<file path="src/rtl/register_file_mem_ff_mp.sv">
// -----------------------------------------------------------------------------
// register_file_mem_ff_mp
//
// Flip-flop register file with one write port and NumReadPorts independent,
// registered read ports (read latency 1). Each word carries a "written" flag
// that is set by a write and cleared by reset or clear_i. clear_i only drops
// the flags; the data words keep their contents.
//
// Optional feature (macro REGFILE_WRITE_BYPASS_EN):
//   defined   -> a read and a write to the same address on the same edge
//                return the new write data with rwritten_o = 1 (write-first).
//   undefined -> read-first: such a read returns the old word and old flag,
//                and no bypass mux is built.
//
// Parameters:
//   AddrWidth     word address width, NumWords = 2**AddrWidth
//   DataWidth     signed word width
//   NumReadPorts  number of read ports (1..8)
//
// Ports:
//   clk_i       clock, all state updates on the rising edge
//   rst_i       synchronous active-high reset (clears data, flags, outputs)
//   re_i        per-port read request
//   raddr_i     per-port read address
//   rdata_o     per-port read data (signed), held while no read is issued
//   rvalid_o    per-port strobe, high the cycle after a read request
//   rwritten_o  per-port written flag of the addressed word, held like rdata_o
//   we_i        write enable
//   waddr_i     write address
//   wdata_i     write data (signed)
//   clear_i     clear all written flags, data retained
// -----------------------------------------------------------------------------
module register_file_mem_ff_mp #(
    parameter int AddrWidth    = 4,
    parameter int DataWidth    = 16,
    parameter int NumReadPorts = 2
) (
    input  logic                               clk_i,
    input  logic                               rst_i,
    input  logic        [NumReadPorts-1:0]                 re_i,
    input  logic        [NumReadPorts-1:0][AddrWidth-1:0]  raddr_i,
    output logic signed [DataWidth-1:0]                    rdata_o [NumReadPorts],
    output logic        [NumReadPorts-1:0]                 rvalid_o,
    output logic        [NumReadPorts-1:0]                 rwritten_o,
    input  logic                               we_i,
    input  logic        [AddrWidth-1:0]        waddr_i,
    input  logic signed [DataWidth-1:0]        wdata_i,
    input  logic                               clear_i
);

    localparam int NumWords = 2 ** AddrWidth;

    logic signed [DataWidth-1:0] mem [NumWords];
    logic        [NumWords-1:0]  written;

    logic signed [DataWidth-1:0] rdata_p1    [NumReadPorts];
    logic        [NumReadPorts-1:0] vld_p1;
    logic        [NumReadPorts-1:0] rwritten_p1;

    // ---- storage update ----
    // The per-word flag set by a write is assigned after the bulk clear so
    // that a simultaneous write keeps its own flag set.
    always_ff @(posedge clk_i) begin
        if (rst_i) begin
            for (int w = 0; w < NumWords; w++) begin
                mem[w] <= '0;
            end
            written <= '0;
        end else begin
            if (clear_i) begin
                written <= '0;
            end
            if (we_i) begin
                mem[waddr_i]     <= wdata_i;
                written[waddr_i] <= 1'b1;
            end
        end
    end

    // ---- stage p1: registered read ports ----
    // Data and flag are only loaded on a request so they hold otherwise;
    // the flag seen here is the pre-clear value because written is updated
    // on the same edge.
    always_ff @(posedge clk_i) begin
        if (rst_i) begin
            for (int p = 0; p < NumReadPorts; p++) begin
                rdata_p1[p] <= '0;
            end
            vld_p1      <= '0;
            rwritten_p1 <= '0;
        end else begin
            vld_p1 <= re_i;
            for (int p = 0; p < NumReadPorts; p++) begin
                if (re_i[p]) begin
`ifdef REGFILE_WRITE_BYPASS_EN
                    if (we_i && (waddr_i == raddr_i[p])) begin
                        rdata_p1[p]    <= wdata_i;
                        rwritten_p1[p] <= 1'b1;
                    end else begin
                        rdata_p1[p]    <= mem[raddr_i[p]];
                        rwritten_p1[p] <= written[raddr_i[p]];
                    end
`else
                    rdata_p1[p]    <= mem[raddr_i[p]];
                    rwritten_p1[p] <= written[raddr_i[p]];
`endif
                end
            end
        end
    end

    always_comb begin
        for (int p = 0; p < NumReadPorts; p++) begin
            rdata_o[p] = rdata_p1[p];
        end
    end

    assign rvalid_o   = vld_p1;
    assign rwritten_o = rwritten_p1;

endmodule

</file>
<file path="config.mk">
export PLATFORM = sky130hd
export DESIGN_NAME = register_file_mem_ff_mp
export DESIGN_NICKNAME = d
export VERILOG_FILES = /design/src/rtl/register_file_mem_ff_mp.sv
export SDC_FILE = /design/constraint.sdc
export NUM_CORES = 1
export LEC_CHECK = 0
export CORE_MARGIN = 4
export CORE_UTILIZATION = 30
export CTS_CLUSTER_DIAMETER = 120
export DETAILED_ROUTE_END_ITERATION = 12
export GPL_TIMING_DRIVEN = 1
export PLACE_DENSITY_LB_ADDON = 0.25
export SYNTH_ARGS = -nofsm -noshare
export SYNTH_HDL_FRONTEND = slang
export SYNTH_SLANG_ARGS = --single-unit
</file>
<file path="constraint.sdc">
create_clock -name clk_i -period 5.4 [get_ports clk_i]
set_input_delay 1.08 -clock clk_i [delete_from_list [all_inputs] [get_ports clk_i]]
set_output_delay 1.08 -clock clk_i [all_outputs]
set_load 0.03 [all_outputs]
</file>
==> results of run 1 <==
metal layers:
layer  vias to the layer above  share of wire [%]  global-route usage (%)
li1                       4152                  -                       -
met1                      4983                 45                    25.6
met2                       402                 46                    27.3
met3                        63                7.1                    2.97
met4                         0                2.6                    4.90
met5                         -                  0                       0
synthesized netlist by cell type, types with 3 or more instances:
master,number
a211oi_1,9
a21boi_0,6
a21o_1,16
a21oi_1,3
a221o_1,5
a31o_2,3
a32o_1,6
a32oi_1,3
and2_1,257
buf_1,4
buf_2,14
buf_4,9
buf_6,6
clkbuf_1,54
dfxtp_1,20
edfxtp_1,288
inv_1,5
mux2_2,20
mux2i_1,67
mux4_1,4
mux4_2,104
nand2_1,20
nand2b_1,10
nor2_1,22
nor2b_1,17
nor3_2,3
o211a_1,3
o211ai_1,9
o21a_1,3
o21ai_0,3
o22ai_1,23
o32ai_1,6
or2_2,19
how the worst max path moves through the flow:
| stage | from | end | slack [ns] | cells past startpoint |
|---|---|---|---|---|
| 3_3_place_gp | rst_i | mem[2][2] | 1.67 | 7 |
| 2_1_floorplan | raddr_i[4] | rdata_p1[0][20] | 2.86 | 6 |
| 6_report | rst_i | mem[6][9] | 2.13 | 4 |
| 4_1_cts | rst_i | mem[6][14] | 2.15 | 4 |
| 3_5_place_dp | rst_i | mem[6][1] | 1.58 | 4 |
| 5_1_grt | rst_i | mem[6][14] | 1.92 | 4 |
registers in the layout (all words and copies together), names as in the netlist:
signal	flops
rdata_p1	32
mem	256
rwritten_o	2
written	16
rvalid_o	2
placed cells by master, fill, tap and decap left out, types with 17 or more instances in the layout:
cell type / instances
and2_1: 257
buf_4: 29
clkbuf_16: 37
clkdlybuf4s50_1: 63
dfxtp_1: 20
edfxtp_1: 288
mux2_2: 20
mux2i_1: 67
mux4_2: 104
nand2_1: 20
nor2_1: 21
nor2b_1: 17
o22ai_1: 23
or2_2: 19
through the flow:
step | hold slack [ns] | power [mW] | instances | cell area (µm²)
final | 0.481 | 5.93 | 1811 | 18200
after global routing | 0.510 | 6.12 | 1810 | 18200
after CTS | 0.476 | 5.99 | 1810 | 18200
after detailed placement | 0.463 | 3.62 | 1745 | 17100
after global placement | 0.463 | 3.62 | 1745 | 17100
after floorplan | 0.433 | 3.30 | 1058 | 15800
layout make-up:
type,instances,area [µm²]
repair buffers,95,878
multi-input cells,657,6310
clock inverters,14,113
clock buffers,51,1010
inverters,5,18.8
fillers,4925,33500
diodes,1,2.50
flip-flops and latches,308,9050
well taps,680,851
cells by family (layout without fill, tap and decap cells):
logic type / after synthesis / count (layout) / share of synthesized area (%)
simple gates: 356 / 356 / 13.6
flops: 308 / 308 / 57.2
other cells: 0 / 1 / 0
compound gates: 105 / 105 / 5.09
buf+inv: 93 / 165 / 2.89
mux: 196 / 196 / 21.2
worst reg2reg max path, delay by kind of cell (launching register included):
family / cells / cell delay (ns)
AOI/OAI and AO/OA: 1 / 0.23
DFF: 1 / 0.47
muxes: 2 / 0.88
power by group:
part / internal, mW / total, mW / switching [mW]
Combinational: 0.297 / 0.733 / 0.436
Clock: 1.40 / 2.36 / 0.965
Sequential: 2.76 / 2.84 / 0.0807
==> flow_metrics.env, run 1 <==
export IMPL_outcome="finished clean"
export IMPL_syn_area_um2=15800
export IMPL_r2r_start="mem[6][13]"
export IMPL_antenna_found_initial=1
export IMPL_dr_pass1_iters=5
export IMPL_dp_hpwl_um=33800
export IMPL_relSlewSlack_pct=29.2
export IMPL_skew_ns=0.0134
export IMPL_grt_use_total_pct=17.6
export IMPL_drtAntennaViolNets=0
export IMPL_yosys_warnings=0
export IMPL_path_buf_inv=1
export IMPL_period_share_pct=60.5
export IMPL_clock_sink_count=308
export IMPL_num_rows=83
export IMPL_path_max_fanout=18
export IMPL_area_growth_pct=15.3
export IMPL_drive_above_1_share_pct=20.5
export IMPL_insertion_delay_ns=0.53
export IMPL_drv_cap=0
export IMPL_slowest_delay_ns=0.86
export IMPL_cts_root_buf="clkbuf_16"
export IMPL_start_kind="primary input"
export IMPL_vias_per_cell=5.30
export IMPL_synth_area_leaders="edfxtp_1, mux4_2, and2_1, mux2i_1, dfxtp_1"
export IMPL_synth_nets=1092
export IMPL_async_reset_ff_share_pct=0
export IMPL_yosysSeqAreaShare_pct=57.2
export IMPL_ys_ff_latch=308
export IMPL_ctsResizeCount=0
export IMPL_routed_wl_um=50300
export IMPL_path_cells="clkdlybuf4s50_1 -> nand4bb_1 -> nor2_1 -> or2_2"
export IMPL_grt_pass1_wl_um=71900
export IMPL_syn_inst=1058
export IMPL_place_congestion=0.833
export IMPL_core_area_um2=51700
export IMPL_holdPathEnd="written[12]"
export IMPL_fmax_ghz=0.306
export IMPL_cts_repair_timing_setup_buffer_count=0
export IMPL_period_needed_ns=3.27
export IMPL_max_slew_worst_pin_slew_ns=1.06
export IMPL_final_nets=1138
export IMPL_synth_edf_count=288
export IMPL_routedWlPerCell_um=27.7
export IMPL_utilization_pct=35.3
export IMPL_r2r_slack_ns=3.57
export IMPL_worstHoldStart="written[12]"
export IMPL_endpoint_kind="flop"
export IMPL_worst_slack_ns=2.13
export IMPL_cts_buffer_depth=3
export IMPL_io_pins=70
export IMPL_setup_violations=0
export IMPL_r2r_end="rdata_p1[0][13]"
export IMPL_tritoncts="done"
export IMPL_hold_viol_final=0
export IMPL_drc=0
export IMPL_overflow=0
export IMPL_tritoncts_num_buffers=37
export IMPL_cp_top_family="simple AND/OR/NAND/NOR gates"
export IMPL_cts_max_level=2
export IMPL_syn_avg_cell_area_um2=14.9
export IMPL_p_leak_nw=6.44
export IMPL_die_area_um2=56400
export IMPL_arrival_ns=3.45
export IMPL_port_buffers=69
export IMPL_min_path_cells=1
export IMPL_drt_iter0_markers=1093
export IMPL_synth_top_area_cell="edfxtp_1"
export IMPL_reg2regPathDepth=3
export IMPL_slowest_stage="nor2_1"
export IMPL_grt_pass1_vias=9571
export IMPL_grt_max_degree=58
export IMPL_dp_worst_setup_slack_ns=1.58
export IMPL_p_per_area_nw_per_um2=325
export IMPL_cp_required_ns=5.59
export IMPL_rsz0062_at_grt="false"
export IMPL_setup_tns_final_ns=0
export IMPL_slew_viol_final=0
export IMPL_hold_buffers=0
export IMPL_num_vias=9600
export IMPL_fp_dieW_um=238
export IMPL_vdd_drop_max_uv=157
export IMPL_yosys_area_top_type_share_pct=54.7
export IMPL_hp_class="flop to flop"
export IMPL_start_util_pct=30.6
export IMPL_clk_pin_slew_worst_paths_ns=0.06
export IMPL_die_y_um=238
export IMPL_synth_main_ff_cell="edfxtp_1"
export IMPL_ys_types=46
export IMPL_crit_type="primary input to flop"
No activity file was read; power rests on OpenSTA's default activity.
==> inputs of run 2 (changes only) <==
==> constraint.sdc (replaced) <==
create_clock -name clk_i -period 3 [get_ports clk_i]
set_input_delay 0.6 -clock clk_i [delete_from_list [all_inputs] [get_ports clk_i]]
set_output_delay 0.6 -clock clk_i [all_outputs]
set_load 0.03 [all_outputs]
==> flow_metrics.env, run 2 (same netlist as run 1, synthesis figures left out) <==
export IMPL_fmax_ghz=0.438
export IMPL_hp_class="flop to flop"
export IMPL_io_pins=70
export IMPL_arrival_ns=1.68
export IMPL_design_area_um2=18700
export IMPL_crit_type="flop to output pin"
export IMPL_path_buf_inv=1
export IMPL_mostFrequentLayoutCells="edfxtp_1, and2_1, mux4_2"
export IMPL_insertion_delay_ns=0.53
export IMPL_p_per_area_nw_per_um2=575
export IMPL_setup_tns_final_ns=0
export IMPL_drt_iter0_markers=795
export IMPL_die_area_um2=56400
export IMPL_slew_viol_final=0
export IMPL_r2r_slack_ns=1.21
export IMPL_top_register="mem"
export IMPL_setup_violations=0
export IMPL_antenna_found_initial=2
export IMPL_routedWlPerCell_um=26.1
export IMPL_path_cells="clkdlybuf4s50_1"
export IMPL_grt_pass1_vias=10123
export IMPL_port_buffers=69
export IMPL_cp_top_family="buffers and inverters"
export IMPL_die_y_um=238
export IMPL_tritoncts_num_buffers=36
export IMPL_utilization_pct=36.2
export IMPL_num_vias=9650
export IMPL_relSlewSlack_pct=29.4
export IMPL_grt_max_degree=46
export IMPL_vias_per_cell=5.21
export IMPL_fill_cells=4955
export IMPL_start_kind="flop"
export IMPL_hold_slack_ns=0.473
export IMPL_drive_above_1_share_pct=23.8
export IMPL_core_area_um2=51700
export IMPL_place_area_um2=17600
export IMPL_vdd_drop_max_uv=310
export IMPL_max_slew_worst_pin_slew_ns=1.05
export IMPL_cts_buffer_depth=3
export IMPL_start_util_pct=30.6
export IMPL_overflow=0
export IMPL_period_needed_ns=2.28
export IMPL_hold_buffers=0
export IMPL_largest_reg_flops=256
export IMPL_dr_pass1_iters=5
export IMPL_period_share_pct=76.1
export IMPL_routed_wl_um=48300
export IMPL_slowest_delay_ns=0.72
export IMPL_fp_dieW_um=238
export IMPL_cp_required_ns=2.40
export IMPL_num_rows=83
export IMPL_final_common_cell="edfxtp_1"
export IMPL_finalPower_mw=10.8
export IMPL_outcome="finished clean"
export IMPL_cts_root_buf="clkbuf_16"
export IMPL_hold_viol_final=0
export IMPL_drv_cap=0
export IMPL_final_nets=1182
export IMPL_clock_sink_count=308
export IMPL_dp_hpwl_um=31400
export IMPL_path_max_fanout=2
export IMPL_area_growth_pct=18.5
export IMPL_ctsResizeCount=0
export IMPL_reg_top3="mem x256, rdata_p1 x32, written x16"
export IMPL_skew_ns=0.0145
export IMPL_rsz0062_at_grt="false"
export IMPL_grt_use_total_pct=16.9
export IMPL_drc=0
export IMPL_tritoncts="done"
export IMPL_p_leak_nw=6.72
export IMPL_drtAntennaViolNets=0
export IMPL_grt_pass1_wl_um=70300
export IMPL_place_congestion=0.798
export IMPL_cts_max_level=2
export IMPL_endpoint_kind="output pin"
export IMPL_clk_pin_slew_worst_paths_ns=0.06
export IMPL_slowest_stage="clkdlybuf4s50_1"
export IMPL_cts_repair_timing_setup_buffer_count=0
[run 2: cell types whose count changed in the layout (fill, tap and decap cells not counted)]
cell / change
clkbuf_8: -1
clkbuf_1: -5
buf_12: +12
clkinv_4: +1
clkbuf_16: +1
nor2_1: +1
bufinv_16: +1
clkinv_1: -2
buf_4: +33
nor2_2: -1
[run 2: power by group]
group	leakage, nW	switching, mW	internal [mW]
combinational	3.21	0.740	0.590
sequential	2.95	0.133	4.97
clock	0.566	1.75	2.60
[run 2: area by class of cell]
class | instances | area [µm²] | share of cell area, %
clock buffer | 46 | 1000 | 5.34
sequential | 308 | 9050 | 48.3
multi-input combinational | 657 | 6310 | 33.7
antenna | 1 | 2.50 | 0.0134
tap | 680 | 851 | 4.54
inverter | 5 | 18.8 | 0.100
timing repair buffer | 140 | 1370 | 7.29
clock inverter | 14 | 144 | 0.768
[run 2: path summary, 6_finish.rpt]
path | depth (start not counted) | endpoint | start
setup / recovery | 1 | rdata_o[0] | rdata_p1[0][16]
hold / removal | 1 | written[11] | written[11]
setup reg to reg | 4 | rdata_p1[0][19] | mem[7][3]
hold reg to reg | 1 | written[11] | written[11]
[run 2: metal layers]
layer	up-vias	share of wire [%]	GRT usage, %
met5	-	0	0
met2	353	46	26.9
li1	4248	-	-
met3	77	6.2	2.84
met1	4972	45	23.8
met4	0	2.9	5.33
[run 2: metrics by stage]
step | setup WS [ns] | cells
2_1_floorplan | 0.944 | 1058
3_3_place_gp | 0.264 | 1790
3_5_place_dp | 0.260 | 1790
4_1_cts | 0.710 | 1850
5_1_grt | 0.664 | 1850
6_report | 0.716 | 1851
==> inputs of run 3 (changes only) <==
==> constraint.sdc (replaced) <==
create_clock -name clk_i -period 2.1 [get_ports clk_i]
set_input_delay 0.42 -clock clk_i [delete_from_list [all_inputs] [get_ports clk_i]]
set_output_delay 0.42 -clock clk_i [all_outputs]
set_load 0.03 [all_outputs]
==> flow_metrics.env, run 3 (same netlist as run 1, synthesis figures left out) <==
export IMPL_outcome="finished clean"
export IMPL_crit_type="flop to output pin"
export IMPL_largest_reg_flops=256
export IMPL_port_buffers=69
export IMPL_cts_root_buf="clkbuf_16"
export IMPL_vias_per_cell=5.07
export IMPL_period_share_pct=95.7
export IMPL_slew_viol_final=0
export IMPL_start_kind="flop"
export IMPL_drtAntennaViolNets=0
export IMPL_max_slew_worst_pin_slew_ns=0.621
export IMPL_path_max_fanout=1
export IMPL_cts_max_level=2
export IMPL_start_util_pct=30.6
export IMPL_endpoint_kind="output pin"
export IMPL_core_area_um2=51700
export IMPL_drt_iter0_markers=889
export IMPL_drc=0
export IMPL_cp_required_ns=1.68
export IMPL_routed_wl_um=48200
export IMPL_area_growth_pct=26.7
export IMPL_io_pins=70
export IMPL_grt_max_degree=33
export IMPL_holdPathEnd="rwritten_o[0]"
export IMPL_mostFrequentLayoutCells="edfxtp_1, and2_1, buf_4"
export IMPL_tritoncts="done"
export IMPL_slowest_delay_ns=0.68
export IMPL_top_register="mem"
export IMPL_num_vias=9935
export IMPL_arrival_ns=1.59
export IMPL_r2r_end="rdata_p1[0][13]"
export IMPL_skew_ns=0.0167
export IMPL_insertion_delay_ns=0.53
export IMPL_slowest_stage="clkdlybuf4s50_1"
export IMPL_rsz0062_at_grt="false"
export IMPL_fill_cells=4834
export IMPL_routedWlPerCell_um=24.6
export IMPL_grt_use_total_pct=16.9
export IMPL_path_cells="clkdlybuf4s50_1"
export IMPL_relSlewSlack_pct=58.5
export IMPL_fmax_ghz=0.497
export IMPL_dr_max_layer_used="met4"
export IMPL_setup_tns_final_ns=0
export IMPL_hp_class="primary input to flop"
export IMPL_vdd_drop_max_uv=467
export IMPL_min_path_cells=4
export IMPL_tritoncts_num_buffers=36
export IMPL_p_leak_nw=7.43
export IMPL_antenna_diode_count=0
export IMPL_hold_viol_final=0
export IMPL_reg_top3="mem x256, rdata_p1 x32, written x16"
export IMPL_design_area_um2=20000
export IMPL_worstHoldStart="raddr_i[1]"
export IMPL_num_rows=83
export IMPL_die_area_um2=56400
export IMPL_grt_pass1_vias=10410
export IMPL_path_buf_inv=1
export IMPL_p_per_area_nw_per_um2=808
export IMPL_cp_top_family="buffers and inverters"
export IMPL_place_congestion=0.829
export IMPL_reg2regPathDepth=3
export IMPL_setup_violations=0
export IMPL_antenna_found_initial=0
export IMPL_m1WireLength_um=21600
export IMPL_r2r_slack_ns=0.41
export IMPL_period_needed_ns=2.01
export IMPL_met3_length_um=2910
export IMPL_place_area_um2=18800
export IMPL_dp_hpwl_um=33100
export IMPL_die_y_um=238
export IMPL_clock_sink_count=308
export IMPL_final_common_cell="edfxtp_1"
export IMPL_overflow=0
export IMPL_grt_pass1_wl_um=70500
export IMPL_drive_above_1_share_pct=30.2
export IMPL_dr_pass1_iters=5
export IMPL_cts_buffer_depth=3
export IMPL_final_nets=1287
export IMPL_cts_repair_timing_setup_buffer_count=0
export IMPL_r2r_start="mem[2][13]"
export IMPL_dr_wl_met2_um=22400
export IMPL_drv_cap=0
export IMPL_clk_pin_slew_worst_paths_ns=0.06
export IMPL_fp_dieW_um=238
[run 3: layer usage]
layer / track usage, % / up-vias
li1: - / 4447
met1: 23.8 / 5088
met2: 27.4 / 327
met3: 2.71 / 73
met4: 4.41 / 0
met5: 0 / -
[run 3: how the worst max path moves through the flow]
stage | startpoint | endpoint | depth (start not counted)
after floorplan | raddr_i[4] | rdata_p1[0][20] | 6
after global placement | we_i | mem[8][2] | 6
after detailed placement | rst_i | mem[8][1] | 7
after CTS | rdata_p1[0][0] | rdata_o[16] | 1
after global routing | rdata_p1[0][12] | rdata_o[28] | 1
final | rdata_p1[0][0] | rdata_o[16] | 1
[run 3: timing repair]
item                       CTS  global route
hold buffers                 0             0
resized for setup            2             0
setup endpoints to repair    2             0
[run 3: tightest hold or removal path: stages]
cell and delay (ns):
buf_4 0.13, buf_12 0.16, nand2b_1 0.08, a221o_1 0.15
[run 3: layout make-up]
| class | count | area (µm²) | area share [%] |
|---|---|---|---|
| inverters | 5 | 18.8 | 0.0937 |
| well taps | 680 | 851 | 4.25 |
| repair buffers | 245 | 2550 | 12.7 |
| multi-input cells | 657 | 6310 | 31.5 |
| flip-flops and latches | 308 | 9050 | 45.2 |
| clock buffers | 47 | 993 | 4.96 |
| clock inverters | 16 | 251 | 1.26 |
[run 3: power breakdown]
part	switching [mW]	total [mW]	leakage, nW	internal, mW
Sequential	0.185	7.28	2.95	7.09
Combinational	1.11	2.20	3.87	1.09
Clock	2.53	6.71	0.613	4.18
[run 3: through the flow]
stage | std cells | hold slack (ns) | power, mW | setup WS, ns | utilization [%]
3_3_place_gp | 1895 | 0.457 | 9.60 | -0.325 | 36.3
4_1_cts | 1958 | 0.437 | 16.3 | 0.0381 | 38.7
3_5_place_dp | 1895 | 0.463 | 9.62 | -0.296 | 36.3
6_report | 1958 | 0.454 | 16.2 | 0.0895 | 38.7
2_1_floorplan | 1058 | 0.433 | 8.48 | 0.224 | -
5_1_grt | 1958 | 0.474 | 16.7 | 0.0385 | 38.7
